**src/rtl/plic_pkg.sv**
```systemverilog
// Shared definitions for the PLIC interrupt gateway: per-source state encoding
// and the mapping between interrupt IDs and source indices (source k <-> ID k+1).
package plic_pkg;

    typedef enum logic [1:0] {
        ST_IDLE    = 2'd0,
        ST_PEND    = 2'd1,
        ST_CLAIMED = 2'd2
    } gw_state_e;

    // ID 0 is reserved as "no interrupt"; IDs beyond the source count are unused.
    function automatic logic id_valid(input int unsigned id, input int unsigned num_src);
        return (id != 0) && (id <= num_src);
    endfunction

    function automatic int unsigned id_to_idx(input int unsigned id);
        return id - 1;
    endfunction

endpackage

```
**src/rtl/plic_gw_src.sv**
```systemverilog
// One interrupt source: 2-flop sync, edge detect, saturating edge counter, IDLE/PEND/CLAIMED FSM.
// Latency: line change to pending_o is 3 edges; strobes act on the next edge; no backpressure.
module plic_gw_src
    import plic_pkg::*;
#(
    parameter int unsigned CNT_W = 2
) (
    input  logic clk_i,
    input  logic resetn_i,
    input  logic irq_i,
    input  logic edge_mode_i,
    input  logic claim_i,
    input  logic complete_i,
    output logic pending_o,
    output logic busy_o
);

    localparam logic [CNT_W-1:0] CNT_MAX = '1;

    logic             sync1;
    logic             sync2;
    logic             prev;
    logic             edge_det;
    logic             cnt_inc;
    logic             cnt_dec;
    logic [CNT_W-1:0] cnt;
    logic [CNT_W-1:0] cnt_nxt;
    gw_state_e        state;
    gw_state_e        state_nxt;

    always_ff @(posedge clk_i or negedge resetn_i) begin
        if (!resetn_i) begin
            sync1     <= 1'b0;
            sync2     <= 1'b0;
            prev      <= 1'b0;
            state     <= ST_IDLE;
            cnt       <= '0;
            pending_o <= 1'b0;
            busy_o    <= 1'b0;
        end else begin
            sync1     <= irq_i;
            sync2     <= sync1;
            prev      <= sync2;
            state     <= state_nxt;
            cnt       <= cnt_nxt;
            pending_o <= (state_nxt == ST_PEND);
            busy_o    <= (state_nxt == ST_CLAIMED);
        end
    end

    // Mode gating is combinational so a mode change affects detection at once.
    assign edge_det = edge_mode_i && sync2 && !prev;

    always_comb begin
        state_nxt = state;
        cnt_inc   = 1'b0;
        cnt_dec   = 1'b0;
        case (state)
            ST_IDLE: begin
                if (!edge_mode_i) begin
                    if (sync2) state_nxt = ST_PEND;
                end else if (edge_det) begin
                    state_nxt = ST_PEND;
                end else if (cnt != '0) begin
                    state_nxt = ST_PEND;
                    cnt_dec   = 1'b1;
                end
            end
            ST_PEND: begin
                cnt_inc = edge_det;
                if (claim_i) state_nxt = ST_CLAIMED;
            end
            ST_CLAIMED: begin
                cnt_inc = edge_det;
                if (complete_i) begin
                    if (edge_mode_i && (cnt != '0)) begin
                        state_nxt = ST_PEND;
                        cnt_dec   = 1'b1;
                    end else begin
                        state_nxt = ST_IDLE;
                    end
                end
            end
            default: state_nxt = ST_IDLE;
        endcase

        // A simultaneous increment and decrement cancel out.
        cnt_nxt = cnt;
        if (!edge_mode_i) begin
            cnt_nxt = '0;
        end else if (cnt_inc && !cnt_dec) begin
            if (cnt != CNT_MAX) cnt_nxt = cnt + CNT_W'(1);
        end else if (cnt_dec && !cnt_inc) begin
            cnt_nxt = cnt - CNT_W'(1);
        end
    end

endmodule

```
**src/rtl/plic_gateway.sv**
```systemverilog
// PLIC gateway: decodes claim/complete IDs to one-hot strobes and runs one gateway per source.
// Latency: 3 edges from a raw line to pending_o; claim/complete act on the next edge; no backpressure.
module plic_gateway
    import plic_pkg::*;
#(
    parameter int unsigned NUM_SRC = 5,
    parameter int unsigned ID_W    = 3,
    parameter int unsigned CNT_W   = 2
) (
    input  logic               clk_i,
    input  logic               resetn_i,
    input  logic [NUM_SRC-1:0] irq_src_i,
    input  logic [NUM_SRC-1:0] edge_mode_i,
    input  logic               claim_i,
    input  logic [ID_W-1:0]    claim_id_i,
    input  logic               complete_i,
    input  logic [ID_W-1:0]    complete_id_i,
    output logic [NUM_SRC-1:0] pending_o,
    output logic [NUM_SRC-1:0] busy_o
);

    logic [NUM_SRC-1:0] claim_hit;
    logic [NUM_SRC-1:0] complete_hit;
    logic               claim_ok;
    logic               complete_ok;

    assign claim_ok    = claim_i    && id_valid(32'(claim_id_i), NUM_SRC);
    assign complete_ok = complete_i && id_valid(32'(complete_id_i), NUM_SRC);

    for (genvar k = 0; k < NUM_SRC; k++) begin : g_src
        assign claim_hit[k]    = claim_ok    && (id_to_idx(32'(claim_id_i))    == 32'(k));
        assign complete_hit[k] = complete_ok && (id_to_idx(32'(complete_id_i)) == 32'(k));

        plic_gw_src #(
            .CNT_W (CNT_W)
        ) u_src (
            .clk_i       (clk_i),
            .resetn_i    (resetn_i),
            .irq_i       (irq_src_i[k]),
            .edge_mode_i (edge_mode_i[k]),
            .claim_i     (claim_hit[k]),
            .complete_i  (complete_hit[k]),
            .pending_o   (pending_o[k]),
            .busy_o      (busy_o[k])
        );
    end

endmodule

```
**config.mk**
```make
export PLATFORM = sky130hd
export DESIGN_NAME = plic_gateway
export DESIGN_NICKNAME = d
export VERILOG_FILES = /design/src/rtl/plic_pkg.sv /design/src/rtl/plic_gw_src.sv /design/src/rtl/plic_gateway.sv
export SDC_FILE = /design/constraint.sdc
export NUM_CORES = 1
export LEC_CHECK = 0
export ABC_CLOCK_PERIOD_IN_PS = 5100
export BUFFER_PORTS_ARGS = -buffer_cell sky130_fd_sc_hd__buf_2
export CAP_MARGIN = 20
export CELL_PAD_IN_SITES_DETAIL_PLACEMENT = 1
export CELL_PAD_IN_SITES_GLOBAL_PLACEMENT = 1
export CORE_MARGIN = 2
export CORE_UTILIZATION = 45
export DETAILED_ROUTE_END_ITERATION = 7
export HOLD_SLACK_MARGIN = 0.03
export PLACE_DENSITY = 0.83
export SYNTH_ARGS = -nofsm -noshare
export SYNTH_HDL_FRONTEND = slang
export SYNTH_SLANG_ARGS = --single-unit
```
**constraint.sdc**
```tcl
create_clock -name clk_i -period 5.1 [get_ports clk_i]
set_clock_uncertainty 0.05 [all_clocks]
set_input_delay 0.765 -clock clk_i [delete_from_list [all_inputs] [get_ports clk_i]]
set_output_delay 0.765 -clock clk_i [all_outputs]
set_load 0.005 [all_outputs]
```
; ---- Word level (Yosys, flattened, before mapping)
; Cells that the tools add are included.
[totals]
ff_bits = 45
input_bits = 20
out_inout_bits = 10
wordCells = 265
[classes]
n_addsub = 12
order_cmp = 2
n_eq_ne = 43
muxes = 95
n_reduce_logical = 78
[ops]
columns = operator, n
row1 = "32-bit by 2-bit == test with 1-bit output, second input constant", 4
row2 = 2-bit 2-to-1 mux, 50
row3 = "32-bit by 1-bit == test with 1-bit output, second input constant", 2
row4 = "32-bit by 3-bit == test with 1-bit output, second input constant", 2
row5 = 32-bit zero test, 2
row6 = 1-bit logical AND, 39
row7 = 1-bit 2-to-1 mux, 35
row8 = 2-bit case mux with 3 select lines, 5
row9 = "2-bit by 1-bit == test with 1-bit output, second input constant", 10
row10 = "2-bit == test, second input constant", 10
row11 = 1-bit zero test, 15
row12 = "3-bit by 1-bit != test with 1-bit output, second input constant", 5
row13 = "3-bit != test, second input constant", 5
row14 = "2-bit by 1-bit adder with 2-bit output, second input constant", 5
row15 = 2-bit zero test, 5
row16 = "2-bit != test, second input constant", 5
row17 = 1-bit case mux with 2 select lines, 5
row18 = 2-bit AND reduction, 5
row19 = 2-bit nonzero test, 5
row20 = 2-bit OR reduction, 5
row21 = "2-bit by 1-bit subtractor with 2-bit output, second input constant", 5
row22 = "3-bit by 1-bit subtractor with 4-bit output, second input constant", 2
row23 = "3-bit <= comparator, second input constant", 2
row24 = 3-bit nonzero test, 2

; ---- Logic depth before layout (Yosys ltp)
; Gate-level depths: netlist of the first run.
[logic_depth]
word_depth = 10
depth_mapped = 6
ltp_nobuf = 6

; ---- By module
; Synthesis of the first run repeated with hierarchy kept, for this count alone.
[hier_totals]
hier_cells = 235
area_unflattened_um2 = 2546.2
[by_module_without_submodules]
columns = module, n_inst, cells_per_inst, area_per_inst_um2, seq_area_each_um2
row1 = plic_gw_src, 5, 45, 485.5, 225.2
row2 = plic_gateway, 1, 10, 118.9, 0.0

; ---- Least setup slack after synthesis of the first run
; OpenSTA, ideal clock, no wires.
[synth_path]
path_kind = input port to flip-flop
startpoint = in complete_id_i[1]
endpoint = reg g_src[4].u_src.cnt[0]
setup_time_ps = 94
t_arrival_ps = 1702
required_ps = 4956
setup_slack_ps = 3254
cell_stages = 4
n_path_buf = 0
cell_sequence = and4b_4 -> a22oi_2 -> or3_1 -> a221oi_2
[synth_via]
elab_chain_len = 10
word_cells_on_any_way = 17
cone_classes = add/sub (1) / order compare (1) / eq/ne (3) / mux (4) / reduce/logical (8)
[synth_rtl]
columns = element, line
row1 = "start, declared", plic_gateway.sv:17  ; input logic [ID_W-1:0] complete_id_i,
row2 = branches (longest 3 deep; another with 3-bit by 1-bit subtractor with 4-bit output), n/a
row3 = 1-bit logical AND (*), plic_gateway.sv:32  ; assign complete_hit[k] = complete_ok && (id_to_idx(32'(complete_id_i)) == 32'(k));
row4 = 1-bit 2-to-1 mux (*), plic_gw_src.sv:75  ; if (complete_i) begin
row5 = 1-bit case mux with 2 select lines (*), plic_gw_src.sv:58  ; case (state)
row6 = 1-bit zero test, plic_gw_src.sv:91  ; end else if (cnt_inc && !cnt_dec) begin
row7 = 1-bit logical AND, plic_gw_src.sv:91
row8 = "3-bit != test (no line), or another cell as far along", n/a
row9 = 2-bit AND reduction (no line) / 2-bit 2-to-1 mux (equally long branches), n/a
row10 = "end signal, assigned", plic_gw_src.sv:45  ; cnt <= cnt_nxt;
row11 = "end, declared", plic_gw_src.sv:26  ; logic [CNT_W-1:0] cnt;
; Mark *: on every way between the ends.
; A chain may end at the register's enable or synchronous reset.

; ---- Final worst setup path of the first run
[layout_path]
startpoint = reg g_src[3].u_src.state[0]
endpoint = reg g_src[3].u_src.cnt[0]
[layout_via]
elab_chain_len = 7
word_cells_on_any_way = 15
cone_classes = eq/ne (4) / mux (4) / reduce/logical (7)
[layout_rtl]
columns = element, line
row1 = "start, declared", plic_gw_src.sv:28  ; gw_state_e state;
row2 = "start signal, assigned", plic_gw_src.sv:44  ; state <= state_nxt;
row3 = 2-bit by 1-bit == test with 1-bit output / 2-bit == test (equally long branches), plic_gw_src.sv:58
row4 = 2-bit OR reduction (no line), n/a
row5 = 1-bit 2-to-1 mux, plic_gw_src.sv:58
row6 = 1-bit zero test, plic_gw_src.sv:93  ; end else if (cnt_dec && !cnt_inc) begin
row7 = 1-bit logical AND, plic_gw_src.sv:93
row8 = 3-bit by 1-bit != test with 1-bit output (no line), n/a
row9 = 2-bit AND reduction (no line), n/a
row10 = "end signal, assigned", plic_gw_src.sv:45
row11 = "end, declared", plic_gw_src.sv:26
; Parallel ways exist; a longest one is shown, timed or not.

==> results by group, run 1 <==
Yosys
  • Synth cell types: 52
  • Syn avg cell area: 10.67 sq um
  • Flops & latches, synth: 45
  • EDFF count, synth: 0
  • Sequential area share after synthesis: 42.74%
  • Post-Synthesis Cells: 247
  • Syn Nets: 287
  • Mapped Area: 2635 sq um
  • Post-synth ARST share: 100.0%
  • Yosys warnings: 0
  • Top_reg_cell synth: dfrtp_1

GRT
  • Antenna violations before repair: 0
  • Largest net degree at the start of global routing: 46
  • First-pass GRT wire length: 9632 um
  • Vias in the first global route: 2031
  • Total gr overflow: 0
  • Tot GR Track Use: 19.68%

Cells and area
  • Register area: 1126 sq um
  • Diodes inserted: 0
  • Multi-input logic area: 1351 sq um
  • Commonest cells after routing, fill and taps aside: dfrtp_1, buf_2, inv_1
  • Share of cells above drive strength 1: 18.18%
  • Area Overhead vs Synth: 11.25%
  • Fill cell count: 634
  • Nets: 314
  • Commonest non-fill, non-tap cell in the layout: dfrtp_1

Pwr
  • Worst vdd ir: 0.1825 mV
  • Static leakage power: 0.001317 uW
  • Pwr Density: 406.4 nW/um^2

CTS
  • Post-CTS Setup Bufs: 0
  • CTS Buf Count: 5
  • Clock latency on the worst-skew pair: 0.31 ns
  • Post-CTS Resized: 0
  • Root Driver: clkbuf_8
  • Clk slew on worst S/H paths: 0.09 ns
  • Htree depth: 2
  • Clock buffer depth: 2
  • Clk sink count: 45
  • Hold_buf cts: 0
  • CTS tree: yes

Setup path
  • R2R Setup Slk: 3.08 ns
  • Critical path type: flop to flop
  • Worst-path maximum fanout: 5
  • Worst setup SP type: flop
  • CP endpoint kind: flop
  • Worst Reg-to-Reg Cells: 6
  • CP arrival: 2.15 ns
  • Worst flop-to-flop path startpoint: g_src[3].u_src.state[0]$_DFF_PN0_
  • WP data required: 5.23 ns
  • Worst R2R End: g_src[3].u_src.cnt[0]$_DFFE_PN0P_

Run status
  • Status: finished, final reports clean

STA
  • Max-slew headroom: 68.98%
  • WHS: 0.3035 ns
  • Worst Max-Slew Pin Slew: 0.4653 ns
  • Max Clk Rate: 494.6 MHz
  • Setup_tns: 0 ns
  • Fin crit share: 39.64%
  • Post-layout min period: 2.022 ns
  • RSZ-0062 raised after global routing: false
  • Hold Violations, Final: 0
  • Final setup viols: 0
  • Max-slew violations: 0

Floorplan
  • Area of the core: 5574 sq um
  • I/O pin total: 30
  • Die footprint: 6483 sq um
  • Initial core utilization: 47.27%
  • Die Wd: 80.52 um
  • Die H: 80.52 um
  • FP Rows: 27

Min path
  • Hold WC Path Type: flop to flop
  • Hold_sp: g_src[0].u_src.sync1$_DFF_PN0_
  • Hold path endpoint: g_src[0].u_src.sync2$_DFF_PN0_
  • Hold Crit Depth: 0

Drt
  • Avg WL per Cell: 16.61 um
  • Routed WL: 5762 um
  • Iter 0 DRT Violations: 42
  • Post-DRT Antenna Nets: 0
  • Routed vias/inst: 5.738
  • Drt drc: 0
  • Pre-antenna DRT Iters: 4
  • Via count: 1991

Flow run
  • Max Cap Viol: 0

Place
  • Port bufs: 29
  • HPWL after DPL: 4198 um
  • Routability cong.: 0.8646
## power breakdown
part,leakage (uW),total [uW],internal (uW),switching [uW]
registers,0.000573,483,423,59.5
clock network,0.0000585,285,160,125
logic,0.000686,424,193,231
## synthesized netlist by cell type, types with 3 or more instances
| master | count | share of area (%) |
|---|---|---|
| nand3b_1 | 4 | 1.1 |
| ha_1 | 20 | 9.5 |
| nand4b_1 | 5 | 1.7 |
| and4bb_2 | 4 | 1.9 |
| a21boi_0 | 7 | 2.0 |
| a21bo_2 | 3 | 1.1 |
| o22ai_1 | 4 | 0.95 |
| nand3_1 | 7 | 1.3 |
| dfrtp_1 | 45 | 43 |
| a21oi_1 | 15 | 2.8 |
| a22oi_1 | 3 | 0.85 |
| a211oi_1 | 8 | 2.3 |
| nand2_1 | 7 | 1.0 |
| and4b_1 | 8 | 3.0 |
| o31ai_1 | 6 | 1.7 |
| inv_1 | 22 | 3.1 |
| nand2b_1 | 3 | 0.71 |
| buf_4 | 10 | 2.8 |
| a21o_1 | 3 | 0.85 |
| nor2b_1 | 8 | 1.9 |
| o21ai_0 | 10 | 1.9 |
## stage by stage
stage	std cells	util (%)	worst slack, ns	instance area [sq um]	power, uW
4_1_cts	346	52.23	3.115	2912	1200
2_1_floorplan	247	-	3.254	2635	806.7
6_report	347	52.59	3.078	2932	1191
3_3_place_gp	338	50.15	3.061	2795	885.5
3_5_place_dp	338	50.15	2.962	2795	907.8
5_1_grt	347	52.59	2.949	2932	1281
## critical path, stage by stage (launching register included)
cell and delay (ns):
dfrtp_1 0.46, inv_1 0.09, ha_1 0.29, and4b_1 0.20
or2_1 0.22, or2_0 0.22, a221oi_1 0.35
## worst max-delay path by stage
stage / start / endpoint / slack, ns / depth (start not counted)
global route: g_src[3].u_src.state[0]$_DFF_PN0_ / g_src[3].u_src.cnt[0]$_DFFE_PN0P_ / 2.95 / 6
finish: g_src[3].u_src.state[0]$_DFF_PN0_ / g_src[3].u_src.cnt[0]$_DFFE_PN0P_ / 3.08 / 6
floorplan: complete_id_i[1] / g_src[4].u_src.cnt[0]$_DFFE_PN0P_ / 3.25 / 4
global placement: complete_id_i[1] / g_src[4].u_src.cnt[0]$_DFFE_PN0P_ / 3.06 / 5
CTS: g_src[3].u_src.state[0]$_DFF_PN0_ / g_src[3].u_src.cnt[0]$_DFFE_PN0P_ / 3.11 / 6
detailed placement: complete_id_i[0] / g_src[3].u_src.cnt[0]$_DFFE_PN0P_ / 2.96 / 5
## state kept, by name, summed over array words and instances (netlist names)
| register | count |
|---|---|
| g_src.u_src.cnt | 10 |
| g_src.u_src.sync1 | 5 |
| g_src.u_src.pending_o | 5 |
| g_src.u_src.sync2 | 5 |
| g_src.u_src.state | 10 |
| g_src.u_src.busy_o | 5 |
| g_src.u_src.prev | 5 |
## metal layers
metal | track usage, % | wire length, um
met1 | 22.74 | 2554
met3 | 5.169 | 142
met2 | 35.00 | 2967
met5 | 0 | 0
met4 | 6.780 | 97
## kinds of logic (layout without fill, tap and decap cells)
group           after synthesis  count (layout)  share of synthesized area [%]
compound gates               81              81                          22.22
xor+xnor                      3               3                         0.9973
fa+ha+maj                    20              20                          9.497
buf+inv                      32              60                          5.983
flops                        45              45                          42.74
mux                           3               3                          1.187
simple gates                 63              63                          17.38
## area by class of cell
type	count	area share (%)
well taps	72	3.073
multi-input cells	170	46.09
clock inverters	1	1.024
inverters	22	2.817
clock buffers	7	2.945
repair buffers	30	5.634
flip-flops and latches	45	38.41
No activity file was read; power rests on OpenSTA's default activity.
==> inputs of run 2 (changes only) <==
Settings changed: ABC_CLOCK_PERIOD_IN_PS 5100 to 2100.
Clock period 5.1 ns to 2.1 ns, I/O delays scaled along.
==> run 2 against run 1 <==
Against the previous run:
- setup slack worse by 2.9 ns
- global-route usage is 0.28 points higher
- maximum frequency increased by 7.8%
- utilization grew 0.22 points
- clock-buffer cell count unchanged
- design area grew 0.43%
- combinational power rose by 140%
- die area is the same
- sequential share of layout area is 0.16 points lower
- non-clock buffer count grew 3
- cell count is 0.86% higher
- critical path type unchanged
- critical endpoint is now g_src[4].u_src.cnt[0]$_DFFE_PN0P_
- highest routed layer unchanged
==> results by group, run 2 (synthesis gave the netlist of run 1 again) <==
CTS
  • Clk slew on worst S/H paths: 0.09 ns (about the same)
  • Root Driver: clkbuf_8
  • Clk sink count: 45 (unchanged)
  • Clock buffer depth: 2 (unchanged)
  • CTS tree: yes
  • Clock latency on the worst-skew pair: 0.30 ns (about the same)
  • Post-CTS Resized: 0 (unchanged)
  • CTS Buf Count: 5 (unchanged)
  • Htree depth: 2 (unchanged)

Cells and area
  • Commonest non-fill, non-tap cell in the layout: dfrtp_1
  • Diodes inserted: 0 (unchanged)
  • Area Overhead vs Synth: 11.73%
  • Fill cell count: 652 (+2.8%)
  • Largest regs: g_src.u_src.cnt x10, g_src.u_src.state x10
  • Commonest cells after routing, fill and taps aside: dfrtp_1, buf_2, inv_1
  • Share of cells above drive strength 1: 18.71% (+0.52 points)
  • Nets: 317 (+0.96%)

Setup path
  • Buf/Inv on CP: 1 (unchanged)
  • Critical path type: flop to flop
  • Worst setup SP type: flop
  • CP max stage cell: dfrtp_1
  • Worst-path maximum fanout: 5 (unchanged)
  • WP data required: 2.26 ns (-2.97 ns)
  • CP peak stage delay: 0.44 ns (-0.02 ns)
  • CP arrival: 2.03 ns (-0.12 ns)
  • Delay-heaviest family, CP: simple AND/OR/NAND/NOR gates
  • Crit path depth: 5 (-1)
  • CP cell instances: inv_1 > ha_1 > and4b_1 > or3_1 > a221oi_2
  • Worst Reg-to-Reg Cells: 5 (-1)
  • CP endpoint kind: flop

Drt
  • Routed vias/inst: 5.814 (+1.3%)
  • Post-DRT Antenna Nets: 0 (unchanged)
  • Avg WL per Cell: 16.62 um (about the same)
  • Drt drc: 0 (unchanged)
  • Pre-antenna DRT Iters: 4 (unchanged)
  • Via count: 2035 (+2.2%)
  • Iter 0 DRT Violations: 21 (-50%)
  • Routed WL: 5816 um (+0.94%)

GRT
  • Gr busiest metal: met2
  • M2 GR Usage: 35.75% (+0.75 points)
  • Antenna violations before repair: 0 (unchanged)
  • Total gr overflow: 0 (unchanged)
  • GRT met1 Usage: 22.87% (+0.13 points)
  • First-pass GRT wire length: 9860 um (+2.4%)
  • GR Util met3: 3.933% (-1.2 points)
  • Tot GR Track Use: 19.96% (+0.28 points)
  • Vias in the first global route: 2140 (+5.4%)
  • Largest net degree at the start of global routing: 30 (-35%)

STA
  • RSZ-0062 raised after global routing: false
  • Hold Violations, Final: 0 (unchanged)
  • Post-layout min period: 1.875 ns (-0.1471 ns)
  • WHS: 0.06759 ns (-0.2359 ns)
  • Fin crit share: 89.27% (+50 points)
  • Worst setup margin: 0.2254 ns (-2.853 ns)
  • Max-slew violations: 0 (unchanged)
  • Max-slew headroom: 55.01% (-14 points)
  • Setup_tns: 0 ns (unchanged)
  • Worst Max-Slew Pin Slew: 0.6748 ns (+0.2095 ns)
  • Final setup viols: 0 (unchanged)
  • Max Clk Rate: 533.5 MHz (+7.8%)

Pwr
  • Pwr Density: 977.1 nW/um^2 (+140%)
  • Total power: 2877 uW (+140%)
  • Static leakage power: 0.001326 uW (+0.65%)
  • Worst vdd ir: 0.3666 mV (+100%)

Min path
  • Hold Crit Depth: 1 (+1)
  • Hold WC Path Type: input pin to flop

Place
  • HPWL after DPL: 4488 um (+6.9%)
  • Dpl ws: 0.2040 ns (-2.758 ns)
  • Port bufs: 29 (unchanged)
  • Routability cong.: 0.8065 (-6.7%)

Floorplan
  • Area of the core: 5574 sq um (unchanged)
  • FP Rows: 27 (unchanged)
  • Die footprint: 6483 sq um (unchanged)
  • I/O pin total: 30 (unchanged)
  • Die Wd: 80.52 um (unchanged)
  • Die H: 80.52 um (unchanged)
  • Initial core utilization: 47.27% (unchanged)

Run status
  • Status: finished, final reports clean

Flow run
  • Max Cap Viol: 0 (unchanged)
run 2: area by class of cell:
type | count | area (sq um) | area share, %
inverter | 22 | 82.58 | 2.805
clock inverter | 1 | 30.03 | 1.020
multi-input combinational | 170 | 1351 | 45.90
sequential | 45 | 1126 | 38.25
clock buffer | 7 | 86.33 | 2.932
timing repair buffer | 33 | 177.7 | 6.035
tap | 72 | 90.09 | 3.060
run 2: path summary, 6_finish.rpt:
check / from / end / slack, ns
max reg2reg: g_src[4].u_src.state[0]$_DFF_PN0_ / g_src[4].u_src.cnt[0]$_DFFE_PN0P_ / 0.23
min reg2reg: g_src[1].u_src.sync1$_DFF_PN0_ / g_src[1].u_src.sync2$_DFF_PN0_ / 0.31
min: irq_src_i[2] / g_src[2].u_src.sync1$_DFF_PN0_ / 0.07
max: g_src[4].u_src.state[0]$_DFF_PN0_ / g_src[4].u_src.cnt[0]$_DFFE_PN0P_ / 0.23
max in group asynchronous: resetn_i / g_src[4].u_src.busy_o$_DFF_PN0_ / 0.87
min in group asynchronous: resetn_i / g_src[3].u_src.cnt[0]$_DFFE_PN0P_ / 0.53
run 2: report_power, final:
part           switching (uW)  total [uW]  internal, uW
logic                     562        1030           468
registers                 138        1170          1030
clock network             293         681           388
total                     993        2880          1880
run 2: routing by layer:
layer,part of all wire (%),wire length (um)
met1,44,2531
met3,2.4,137
met5,0,0
met2,52,3047
met4,1.7,100
run 2: through the flow:
stage                     cell area, sq um  std cells  util (%)
after floorplan                       2635        247         -
after global placement                2818        341     50.55
after detailed placement              2818        341     50.55
after CTS                             2944        350     52.82
after global routing                  2944        350     52.82
final                                 2944        350     52.82
run 2: what timing repair did:
item                                    CTS  global route
endpoints found under the setup margin    0             0
endpoints found under the hold margin    27             0
hold buffers                              1             0
buffers inserted                          0             0
==> inputs of run 3 (changes only) <==
Settings changed: SYNTH_HIERARCHICAL set to 1.
==> run 3 against run 2 <==
Against the previous run:
- non-clock buffer count decreased by 2
- worst hold slack better by 0.0018 ns
- area after synthesis fell by 3.4%
- critical path depth rose by 1
- power fell by 6.5%
- first-iteration DRC count grew to 2.9 times the previous value
- die area decreased by 3.2%
- setup slack improved by 0.096 ns
- maximum frequency is 5.4% higher
- sequential cell count unchanged
- largest cell class unchanged
- highest routed layer unchanged
==> results by group, run 3 <==
Run status
  • Status: finished, final reports clean

Pwr
  • Worst vdd ir: 0.3966 mV (+8.2%)
  • Static leakage power: 0.001462 uW (+10%)
  • Int Pwr: 1712 uW (-9.1%)
  • P_sw: 976.2 uW (-1.7%)
  • Total power: 2688 uW (-6.5%)
  • Comb power frac: 37.7% (+1.9 points)
  • Switching share of power: 36.31% (+1.8 points)
  • Part of the power in the clock network: 19.2% (-4.5 points)
  • Reg power frac: 43.2% (+2.7 points)
  • Pwr Density: 929.8 nW/um^2 (-4.8%)

Yosys
  • Synth cell types: 27 (-48%)
  • Top_reg_cell synth: dfrtp_1
  • Share of the synthesized area in the top cell type: 44.23% (+1.5 points)
  • Yosys top cell by area: dfrtp_1
  • Count leader, synth: dfrtp_1
  • Mapped Area: 2546 sq um (-3.4%)
  • Post-synth ARST share: 100.0% (unchanged)
  • EDFF count, synth: 0 (unchanged)
  • Syn avg cell area: 10.83 sq um (+1.6%)
  • Flops & latches, synth: 45 (unchanged)
  • Post-Synthesis Cells: 235 (-4.9%)
  • Commonest cells post-synth: dfrtp_1, ha_1, inv_1, nand2_1, a21oi_1
  • Syn Nets: 275 (-4.2%)
  • Area contributors post-synth: dfrtp_1, ha_1, a21boi_4
  • Sequential area share after synthesis: 44.23% (+1.5 points)
  • Yosys warnings: 6 (+6)

CTS
  • Clk slew on worst S/H paths: 0.08 ns (about the same)
  • Clock buffer depth: 2 (unchanged)
  • Htree depth: 2 (unchanged)
  • CTS Buf Count: 5 (unchanged)
  • CTS tree: yes
  • Clock latency on the worst-skew pair: 0.30 ns (about the same)
  • Root Driver: clkbuf_8
  • Clk sink count: 45 (unchanged)

Cells and area
  • Fill cell count: 643 (-1.4%)
  • Layout Cells excl Fill: 346 (-1.1%)
  • Design area: 2892 sq um (-1.8%)
  • Multi-input logic area: 1345 sq um (-0.46%)
  • Area Overhead vs Synth: 13.56%
  • Nets: 313 (-1.3%)
  • Share of cells above drive strength 1: 20.80% (+2.1 points)
  • Register area: 1126 sq um (unchanged)
  • Diodes inserted: 0 (unchanged)
  • Commonest non-fill, non-tap cell in the layout: dfrtp_1
  • Largest regs: g_src.u_src/cnt x10, g_src.u_src/state x10
  • Commonest cells after routing, fill and taps aside: dfrtp_1, buf_2, inv_1, nand2_1, ha_1

Floorplan
  • Initial core utilization: 46.52% (-0.75 points)
  • FP Rows: 27 (unchanged)
  • Area of the core: 5473 sq um (-1.8%)
  • Die Wd: 79.22 um (-1.6%)
  • Die H: 79.22 um (-1.6%)
  • I/O pin total: 30 (unchanged)
  • Die footprint: 6276 sq um (-3.2%)

STA
  • Post-layout min period: 1.778 ns (-0.09621 ns)
  • Max Clk Rate: 562.3 MHz (+5.4%)
  • Worst Max-Slew Pin Slew: 0.3474 ns (-0.3274 ns)
  • RSZ-0062 raised after global routing: false
  • Fin crit share: 84.68% (-4.6 points)
  • Hold Violations, Final: 0 (unchanged)
  • Final setup viols: 0 (unchanged)
  • WHS: 0.06944 ns (+0.001846 ns)
  • Setup_tns: 0 ns (unchanged)
  • Max-slew violations: 0 (unchanged)
  • Max-slew headroom: 76.64% (+22 points)

Place
  • Placed inst area: 2801 sq um (-0.58%)
  • HPWL after DPL: 4024 um (-10%)
  • Routability cong.: 0.7634 (-5.3%)
  • Port bufs: 29 (unchanged)
  • Placed cells: 337 (-1.2%)

GRT
  • Total gr overflow: 0 (unchanged)
  • Largest net degree at the start of global routing: 46 (+53%)
  • First-pass GRT wire length: 9308 um (-5.6%)
  • Tot GR Track Use: 19.00% (-0.95 points)
  • Antenna violations before repair: 0 (unchanged)
  • Vias in the first global route: 1988 (-7.1%)

Drt
  • Routed WL: 5223 um (-10%)
  • Pre-antenna DRT Iters: 3 (-1)
  • Drt drc: 0 (unchanged)
  • Avg WL per Cell: 15.10 um (-9.2%)
  • Via count: 1924 (-5.5%)
  • Iter 0 DRT Violations: 60 (+190%)
  • Routed vias/inst: 5.561 (-4.4%)
  • Post-DRT Antenna Nets: 0 (unchanged)

Setup path
  • Worst Reg-to-Reg Cells: 6 (+1)
  • CP startpoint: g_src[0].u_src/state[0]$_DFF_PN0_
  • WP data required: 2.24 ns (-0.02 ns)
  • Worst-path maximum fanout: 4 (-1)
  • CP endpoint: g_src[0].u_src/pending_o$_DFF_PN0_
  • R2R Setup Slk: 0.32 ns (+0.10 ns)
  • Critical path type: flop to flop
  • Worst flop-to-flop path startpoint: g_src[0].u_src/state[0]$_DFF_PN0_
  • Worst R2R End: g_src[0].u_src/pending_o$_DFF_PN0_
  • CP endpoint kind: flop
  • CP arrival: 1.92 ns (-0.11 ns)
  • Worst setup SP type: flop

Min path
  • Hold WC Path Type: input pin to flop

Flow run
  • Max Cap Viol: 0 (unchanged)
run 3: changes by cell type in the layout (fill, tap and decap cells not counted), moves of 7 or more:
| cell | change |
|---|---|
| o21ai_0 | -10 |
| and4b_1 | -7 |
| a21boi_0 | -7 |
| nand2_1 | +13 |
| nor2_1 | +8 |
| a211oi_1 | -8 |
run 3: worst min-delay path by stage:
stage	from	end	slack (ns)	depth (start not counted)
global placement	resetn_i	g_src[3].u_src/sync1$_DFF_PN0_	0.26	2
finish	irq_src_i[0]	g_src[0].u_src/sync1$_DFF_PN0_	0.07	1
detailed placement	resetn_i	g_src[1].u_src/cnt[1]$_DFFE_PN0P_	0.26	2
floorplan	resetn_i	g_src[0].u_src/busy_o$_DFF_PN0_	-0.03	0
global route	irq_src_i[4]	g_src[4].u_src/sync1$_DFF_PN0_	0.05	1
CTS	irq_src_i[2]	g_src[2].u_src/sync1$_DFF_PN0_	0.06	1
run 3: kinds of logic after synthesis:
family	count (synthesis)	share of synthesized area (%)
AOI/OAI and AO/OA	60	19.90
adders and majority gates	20	9.828
buffers and inverters	20	2.948
DFF	45	44.23
and+or+nand+nor	90	23.10
run 3: final cells by class:
class / instances / share of cell area (%)
clock buffers: 8 / 2.769
inverters: 20 / 2.596
multi-input cells: 170 / 46.52
flip-flops and latches: 45 / 38.94
well taps: 72 / 3.116
repair buffers: 31 / 6.058
run 3: per-stage QoR:
stage                     setup slack [ns]  util [%]
final                               0.3216     52.83
after floorplan                     0.5497         -
after global routing                0.2182     52.83
after global placement              0.3472     51.19
after CTS                           0.3171     52.83
after detailed placement            0.3337     51.19
run 3: what timing repair did:
| action | in CTS | in global routing |
|---|---|---|
| hold buffers | 1 | 0 |
| gates resized for setup | 0 | 0 |
| endpoints found under the hold margin | 45 | 0 |
| setup endpoints to repair | 0 | 0 |
| setup buffers | 0 | 0 |
run 3: power by group through the flow:
stage / combinational (uW) / clock, uW / sequential (uW)
finish: 1010 / 515 / 1160
global route: 1170 / 578 / 1190
CTS: 1020 / 545 / 1160
detailed placement: 1010 / 0 / 1180
global placement: 975 / 0 / 1170
floorplan: 719 / 0 / 1150
run 3: critical path, cell delays in order, from the launching register on:
cell	delay [ns]
dfrtp_1	0.42
inv_1	0.10
ha_1	0.21
nor2b_1	0.25
a311oi_1	0.08
or3_1	0.37
and2_1	0.18
run 3: metal layers:
metal | share of wire (%) | global-route usage (%) | routed length [um]
met1 | 45 | 24.25 | 2356
met2 | 51 | 32.20 | 2650
met3 | 2.8 | 3.750 | 144
met4 | 1.4 | 6.552 | 73
met5 | 0 | 0 | 0
